==> config.mk <==
export PLATFORM = sky130hd
export DESIGN_NAME = inv_mix_columns
export DESIGN_NICKNAME = d
export VERILOG_FILES = /design/src/rtl/inv_mix_columns.sv
export SDC_FILE = /design/constraint.sdc
export NUM_CORES = 1
export LEC_CHECK = 0
export ABC_CLOCK_PERIOD_IN_PS = 7700
export BUFFER_PORTS_ARGS = -buffer_cell sky130_fd_sc_hd__buf_4
export CORE_ASPECT_RATIO = 1.25
export CORE_UTILIZATION = 40
export CTS_CLUSTER_DIAMETER = 120
export CTS_CLUSTER_SIZE = 24
export DETAILED_ROUTE_END_ITERATION = 12
export GPL_TIMING_DRIVEN = 0
export MAX_ROUTING_LAYER = met4
export PLACE_DENSITY = 0.58
export SYNTH_ARGS = -nofsm -noshare
export SYNTH_HDL_FRONTEND = slang
export SYNTH_SLANG_ARGS = --single-unit
export TNS_END_PERCENT = 5
==> constraint.sdc <==
create_clock -name CLK -period 7.7 [get_ports CLK]
set_clock_uncertainty 0.2 [all_clocks]
set_input_delay 1.54 -clock CLK [delete_from_list [all_inputs] [get_ports CLK]]
set_output_delay 1.54 -clock CLK [all_outputs]
set_load 0.1 [all_outputs]
==> src/rtl/inv_mix_columns.sv <==
// -----------------------------------------------------------------------------
// inv_mix_columns
//   Iterative AES-128 InvMixColumns stage for the decryption datapath.
//   A 128-bit state is captured on enable, one 32-bit column is transformed
//   per clock with the GF(2^8) matrix {0e,0b,0d,09}, and after four column
//   cycles the full result is loaded into 'mixed' with a one-cycle done_flag.
//
//   Byte ordering: byte b occupies bits [8b +: 8] of a [0:127] vector, so
//   byte 0 is the leftmost byte of a hex literal. Column c is bytes 4c..4c+3,
//   row 0 first.
//
//   Optional feature macro: INV_MIX_BYPASS_EN
//     defined   -> adds input 'bypass'; when captured high the column math is
//                  skipped and 'mixed' returns the captured state unchanged,
//                  with identical latency and handshake.
//     undefined -> no bypass port, every operation applies InvMixColumns.
//
// Ports
//   CLK        in   1        rising-edge clock
//   RST        in   1        asynchronous active-low reset
//   in         in   [0:127]  state to transform (sampled on accepted enable)
//   enable     in   1        start request, sampled only while idle
//   bypass     in   1        (INV_MIX_BYPASS_EN only) pass-through request
//   mixed      out  [0:127]  result register, held until next completion
//   done_flag  out  1        one-cycle pulse, 'mixed' valid while high
//   busy       out  1        high while columns are being processed
// -----------------------------------------------------------------------------
module inv_mix_columns (
    input  logic         CLK,
    input  logic         RST,
    input  logic [0:127] in,
    input  logic         enable,
`ifdef INV_MIX_BYPASS_EN
    input  logic         bypass,
`endif
    output logic [0:127] mixed,
    output logic         done_flag,
    output logic         busy
);

    typedef enum logic {
        ST_IDLE = 1'b0,
        ST_COL  = 1'b1
    } fsm_e;

    // GF(2^8) multiply by 2 with reduction polynomial x^8+x^4+x^3+x+1.
    function automatic logic [7:0] xtime(input logic [7:0] b);
        xtime = {b[6:0], 1'b0} ^ (b[7] ? 8'h1b : 8'h00);
    endfunction

    function automatic logic [7:0] gf_mul9(input logic [7:0] b);
        gf_mul9 = xtime(xtime(xtime(b))) ^ b;
    endfunction

    function automatic logic [7:0] gf_mulb(input logic [7:0] b);
        gf_mulb = xtime(xtime(xtime(b))) ^ xtime(b) ^ b;
    endfunction

    function automatic logic [7:0] gf_muld(input logic [7:0] b);
        gf_muld = xtime(xtime(xtime(b))) ^ xtime(xtime(b)) ^ b;
    endfunction

    function automatic logic [7:0] gf_mule(input logic [7:0] b);
        gf_mule = xtime(xtime(xtime(b))) ^ xtime(xtime(b)) ^ xtime(b);
    endfunction

    // One column of InvMixColumns; s0 is in the top byte (row 0).
    function automatic logic [31:0] inv_mix_col(input logic [31:0] c);
        logic [7:0] s0, s1, s2, s3;
        logic [7:0] r0, r1, r2, r3;
        s0 = c[31:24];
        s1 = c[23:16];
        s2 = c[15:8];
        s3 = c[7:0];
        r0 = gf_mule(s0) ^ gf_mulb(s1) ^ gf_muld(s2) ^ gf_mul9(s3);
        r1 = gf_mul9(s0) ^ gf_mule(s1) ^ gf_mulb(s2) ^ gf_muld(s3);
        r2 = gf_muld(s0) ^ gf_mul9(s1) ^ gf_mule(s2) ^ gf_mulb(s3);
        r3 = gf_mulb(s0) ^ gf_muld(s1) ^ gf_mul9(s2) ^ gf_mule(s3);
        inv_mix_col = {r0, r1, r2, r3};
    endfunction

    fsm_e         fsm_q,   fsm_d;
    logic [1:0]   col_q,   col_d;
    logic [0:127] state_q, state_d;
    logic [0:127] acc_q,   acc_d;
    logic [0:127] mixed_q, mixed_d;
    logic         done_q,  done_d;
    logic         busy_q,  busy_d;
    logic         bypass_q, bypass_d;
    logic         bypass_in_s;

    logic [6:0]   col_base_s;
    logic [31:0]  col_in_s;
    logic [31:0]  col_res_s;
    logic [0:127] acc_full_s;

`ifdef INV_MIX_BYPASS_EN
    assign bypass_in_s = bypass;
`else
    assign bypass_in_s = 1'b0;
`endif

    // Single shared column datapath, steered by the column counter.
    always_comb begin
        col_base_s = {col_q, 5'd0};
        col_in_s   = state_q[col_base_s +: 32];
        col_res_s  = inv_mix_col(col_in_s);
        acc_full_s = acc_q;
        acc_full_s[col_base_s +: 32] = col_res_s;
    end

    // Next-state and output logic for the IDLE/COL sequencer.
    always_comb begin
        fsm_d    = fsm_q;
        col_d    = col_q;
        state_d  = state_q;
        acc_d    = acc_q;
        mixed_d  = mixed_q;
        done_d   = 1'b0;
        busy_d   = busy_q;
        bypass_d = bypass_q;
        case (fsm_q)
            ST_IDLE: begin
                if (enable) begin
                    state_d  = in;
                    bypass_d = bypass_in_s;
                    col_d    = 2'd0;
                    busy_d   = 1'b1;
                    fsm_d    = ST_COL;
                end else begin
                    fsm_d = ST_IDLE;
                end
            end
            ST_COL: begin
                acc_d = acc_full_s;
                col_d = col_q + 2'd1;
                if (col_q == 2'd3) begin
                    // Load the complete result in one step so 'mixed'
                    // never exposes a partially transformed state.
                    mixed_d = bypass_q ? state_q : acc_full_s;
                    done_d  = 1'b1;
                    busy_d  = 1'b0;
                    fsm_d   = ST_IDLE;
                end else begin
                    fsm_d = ST_COL;
                end
            end
            default: begin
                fsm_d  = ST_IDLE;
                col_d  = 2'd0;
                busy_d = 1'b0;
            end
        endcase
    end

    // State register with asynchronous active-low reset.
    always_ff @(posedge CLK or negedge RST) begin
        if (!RST) begin
            fsm_q    <= ST_IDLE;
            col_q    <= 2'd0;
            state_q  <= 128'h0;
            acc_q    <= 128'h0;
            mixed_q  <= 128'h0;
            done_q   <= 1'b0;
            busy_q   <= 1'b0;
            bypass_q <= 1'b0;
        end else begin
            fsm_q    <= fsm_d;
            col_q    <= col_d;
            state_q  <= state_d;
            acc_q    <= acc_d;
            mixed_q  <= mixed_d;
            done_q   <= done_d;
            busy_q   <= busy_d;
            bypass_q <= bypass_d;
        end
    end

    assign mixed     = mixed_q;
    assign done_flag = done_q;
    assign busy      = busy_q;

endmodule

After elaboration in Yosys (flattened, before gate mapping). Index checks and enable logic that the tools add are counted.

Flip-flop bits (word level): 389. Input port bits: 131. Output and inout bits: 130. Logic and storage cells: 91.

$add $sub $neg: 2. Equality and inequality tests: 3. Shift operators: 3. Multiplexer cells: 23. Bitwise operators: 50. Reductions and logical operators: 3.

Operators by type and width (number): $xor A8 B8 Y8 (38); $shift A129 B9 Y128 const A (1); $shiftx A128 B8 Y129 (1); $shiftx A129 B9 Y128 (1); $bwmux W128 (1); $xor A8 B5 Y8 (10); $mux W5 (12); $neg A8 Y9 (1); $not A7 Y8 (1); $mux W1 (6); $reduce_and A2 Y1 (3); $pmux W1 S2 (2); $pmux W2 S2 (1); $add A2 B1 Y2 const B (1); $eq A2 B2 Y1 const B (1); $mux W2 (1); $ne A2 B1 Y1 const B (1); $ne A2 B2 Y1 const B (1); $not A1 Y1 (1).

Depth between registers and ports, before layout.
Depth in word-level cells: 15. Mapped depth: 11.

Least setup slack after synthesis. OpenSTA, ideal clock, no wires.

Path kind: register to register. From: register col_q[0]. To: register mixed_q, in the netlist mixed[52]. Library setup time: 0.127 ns. Arrival time: 3.128 ns. Data required time: 7.373 ns. Setup slack: 4.245 ns. Cell stages (with the launch flop): 11. Period minus slack after synthesis: 3.455 ns. Cells stage by stage: dfrtp_1 buf_6 buf_6 buf_6 mux4_2 xnor3_1 xor2_1 xnor2_2 xnor3_2 a221oi_1 nor2_1.

Longest elaborated chain between the ends: 13. Elaborated cells between the ends (all ways): 68. Those cells by class: 1 x add/sub; 1 x eq/ne; 3 x shift; 13 x mux; 49 x bitwise; 1 x reduce/logical.

Ends and longest elaborated chain: start: declaration (RTL line 83) `logic [1:0] col_q, col_d;`; start signal: assignment (RTL line 169) `col_q <= col_d;`; $not A7 Y8 (implied by the code) (RTL line 106, 109); $shiftx A128 B8 Y129 (RTL line 106) `col_in_s = state_q[col_base_s +: 32];`; $xor A8 B5 Y8 / $mux W5 (equally long branches) (RTL line 48) `xtime = {b[6:0], 1'b0} ^ (b[7] ? 8'h1b : 8'h00);`; $xor A8 B5 Y8, or another cell as far along (RTL line 48); $mux W5, or another cell as far along (RTL line 48); $xor A8 B5 Y8 (RTL line 48); $xor A8 B8 Y8 (on tied branches) (2 in series) (RTL line 56, 60, 64); $xor A8 B8 Y8 (on tied branches) (3 in series); $shiftx A129 B9 Y128 (RTL line 109) `acc_full_s[col_base_s +: 32] = col_res_s;`; $bwmux W128 (RTL line 109); end signal: assignment (RTL line 172) `mixed_q <= mixed_d;`; end: declaration (RTL line 86) `logic [0:127] mixed_q, mixed_d;`.

Parallel ways exist; a longest one is shown, timed or not. A chain may end at the register's enable or synchronous reset.

Worst setup path after layout.
From: register col_q[1]. To: register mixed_q, in the netlist mixed[82].

The elaborated chain is that of the path after synthesis.

==> impl_results.md <==
- Status: finished clean
- Setup TNS: 0 ns
- Max-cap violations: 0
- DR vias: 11.52k
- Initial DRC count: 592
- Actual slew at the worst max-slew pin: 1.279 ns
- Worst slew margin: 0.1411
- Pre-CTS setup slack: 3.019 ns
- Resize count post-CTS: 0
- Fin. max-slew vios: 0
- Share of post-route cells with drive strength above 1: 0.3023
- Syn_nets: 1473
- Startpoint class of the critical path: register
- CTS Buffer Depth: 3
- Worst setup path start: col_q[1]
- ANT nets after route: 0
- # nets final: 1756
- Num rows: 83
- Vias in the first global route: 12.02k
- Area grow syn2layout: 18.99%
- Final Routed Wirelength: 48.06 mm
- Core area: 0.04144 mm2
- Root Driver: clkbuf_16
- Fin util: 0.4862
- Port buffer count: 260
- Synth top area cells: dfrtp_1, mux2_2, xnor2_1
- Dpl hpwl: 35.92 mm
- RSZ-0062 raised after global routing: no
- DRT Pass-1 Iters: 4
- RePlAce Congestion: 0.8852
- Crit end category: register
- Placed Cells: 2153
- Sequential-to-total area share from yosys stat: 0.5277
- Mapped Area: 0.01693 mm2
- Critical Path AT: 4.93 ns
- Reg2reg start: col_q[1]
- DRC: 0
- Setup WS post-layout: 3.036 ns
- Yosys top cell by area: dfrtp_1
- CTS tree: done
- Vias/cell: 5.301
- Post-CTS setup buffer count: 0
- Fin crit share: 0.6057
- Instance count of the mapped netlist: 1338
- CP Data Required Time: 7.96 ns
- Clk_lat worst skew: 0.54 ns
- Overflow after GRT: 0
- Syn_area_per_cell: 12.65 um2
- DR WL/cell: 22.11 um
- Final setup vio count: 0
- HP Class: register to register
- Yosys warnings: 0
- Die H: 232.0 um
- Htree depth: 1
- Hold Vio Cnt, Final: 0
- Largest net degree at the start of global routing: 112
- Reg2reg setup slack: 3.04 ns
- Die area: 0.04316 mm2
- Setup crit end: mixed[82]
- Fmax: 0.2144 GHz
- Synth unique cells: 37
- WS Path Type: register to register
- CTS Sinks: 357
- Die Width: 186.0 um
- Final min period: 4.664 ns
- R2r worst-path depth: 10
- Proportion of netlist area held by the largest area contributor: 0.5277
- Crit Path Max Fanout: 10
- CTS buffer count: 18
- Top Ports: 261
- Initial antenna violation count: 1
- Gr usage total: 0.2368
- Non-Filler Instances: 2174
- Number of hold buffers added after CTS: 0
- Reg-to-Reg End: mixed[82]
- Initial core utilization: 0.4086
- First-pass GRT wire length: 74.19 mm
- CTS clock-pin slew for the worst setup and hold paths: 0.10 ns
- Synth Register Bits: 357
-- layer usage --
metal  vias up  track usage  share of wire
met5         -            -              0
met4         0      0.05815          0.022
met3        55      0.03764          0.053
met2       314       0.3984           0.51
met1      5894       0.2968           0.42
li1       5261            -              -
-- cells in the final DEF, fill, tap and decap left out, drive strengths merged, types with 34 or more instances in the layout --
master and n:
a22o 66, xor2 35, buf 280, a221oi 66, o21ai 34, nand2 42
dfrtp 357, clkbuf 99, nor2 171, xnor2 115, mux2 129, a21oi 51
-- worst max-delay path, cell delays in order, from the launching register on --
cell and delay [ns]:
dfrtp_1 0.41, buf_4 0.27, buf_2 0.37, mux4_2 0.36, buf_2 0.22, xor2_1 0.46
xnor3_1 0.57, xnor3_1 0.38, xnor2_1 1.00, a221oi_1 0.20, nor2_1 0.15
-- worst min-delay path by stage --
stage	from	endpoint	slack, ns	cells after the start
finish	mixed[98]	mixed[98]	0.29	1
global route	mixed[109]	mixed[109]	0.30	1
CTS	acc_q[80]	acc_q[80]	0.29	2
detailed placement	mixed[98]	mixed[98]	0.27	1
global placement	acc_q[42]	acc_q[42]	0.26	2
floorplan	acc_q[10]	acc_q[10]	0.25	2
-- area by class of cell --
cell class | instances | area (um2)
Tap cell | 552 | 690.7
Fill cell | 3821 | 21290
Clock buffer | 19 | 475.5
Sequential cell | 357 | 8934
Clock inverter | 1 | 5.005
Antenna cell | 1 | 2.502
Timing Repair Buffer | 263 | 2042
Multi-Input combinational cell | 877 | 7542
Inverter | 7 | 26.28
Buffer | 97 | 427.9
-- registers in the layout, summed over array words and instances (netlist names) --
register,count
state_q,128
acc_q,96
fsm_q,1
mixed,128
done_flag,1
col_q,2
busy,1
-- kinds of logic (layout without fill, tap and decap cells) --
| logic type | after synthesis | count (layout) | share of synthesized area |
|---|---|---|---|
| other cells | 0 | 1 | 0 |
| buf+inv | 104 | 387 | 0.02683 |
| flops | 357 | 357 | 0.5277 |
| compound gates | 256 | 256 | 0.1115 |
| mux | 161 | 161 | 0.1284 |
| fa+ha+maj | 4 | 4 | 0.002956 |
| xor+xnor | 185 | 185 | 0.1346 |
| simple gates | 271 | 271 | 0.06807 |
-- cell usage after synthesis --
cell type and instances:
nand2_1 42, a221oi_1 65, xor2_1 32, nand2b_1 18
xor2_2 3, inv_1 6, clkbuf_1 79, mux2_2 129
a2bb2oi_1 6, xnor2_2 14, o21ai_0 34, dfrtp_1 357
a21oi_1 51, buf_2 8, nor3_1 4, ha_1 4
clkbuf_2 1, xnor3_1 26, mux4_2 32, inv_2 1
and2_1 22, xnor2_4 2, nand3_1 4, a21o_1 32
xnor2_1 99, buf_6 5, a22o_1 66, buf_4 4
nor2b_1 1, nor2_1 171, and2_0 3, a221oi_2 1
o31ai_1 1, or2_1 3, xnor3_2 4, xor3_1 5
or2_2 3
-- per-stage QoR --
step	cell area (um2)	hold WS, ns
floorplan	16930	0.2501
global placement	19570	0.2636
detailed placement	19660	0.2706
CTS	20140	0.2920
global route	20150	0.3040
finish	20150	0.2884
Power is left out: the tool's default activity adds up to more than one toggle a clock period on the data nets, which glitch-free logic cannot reach.
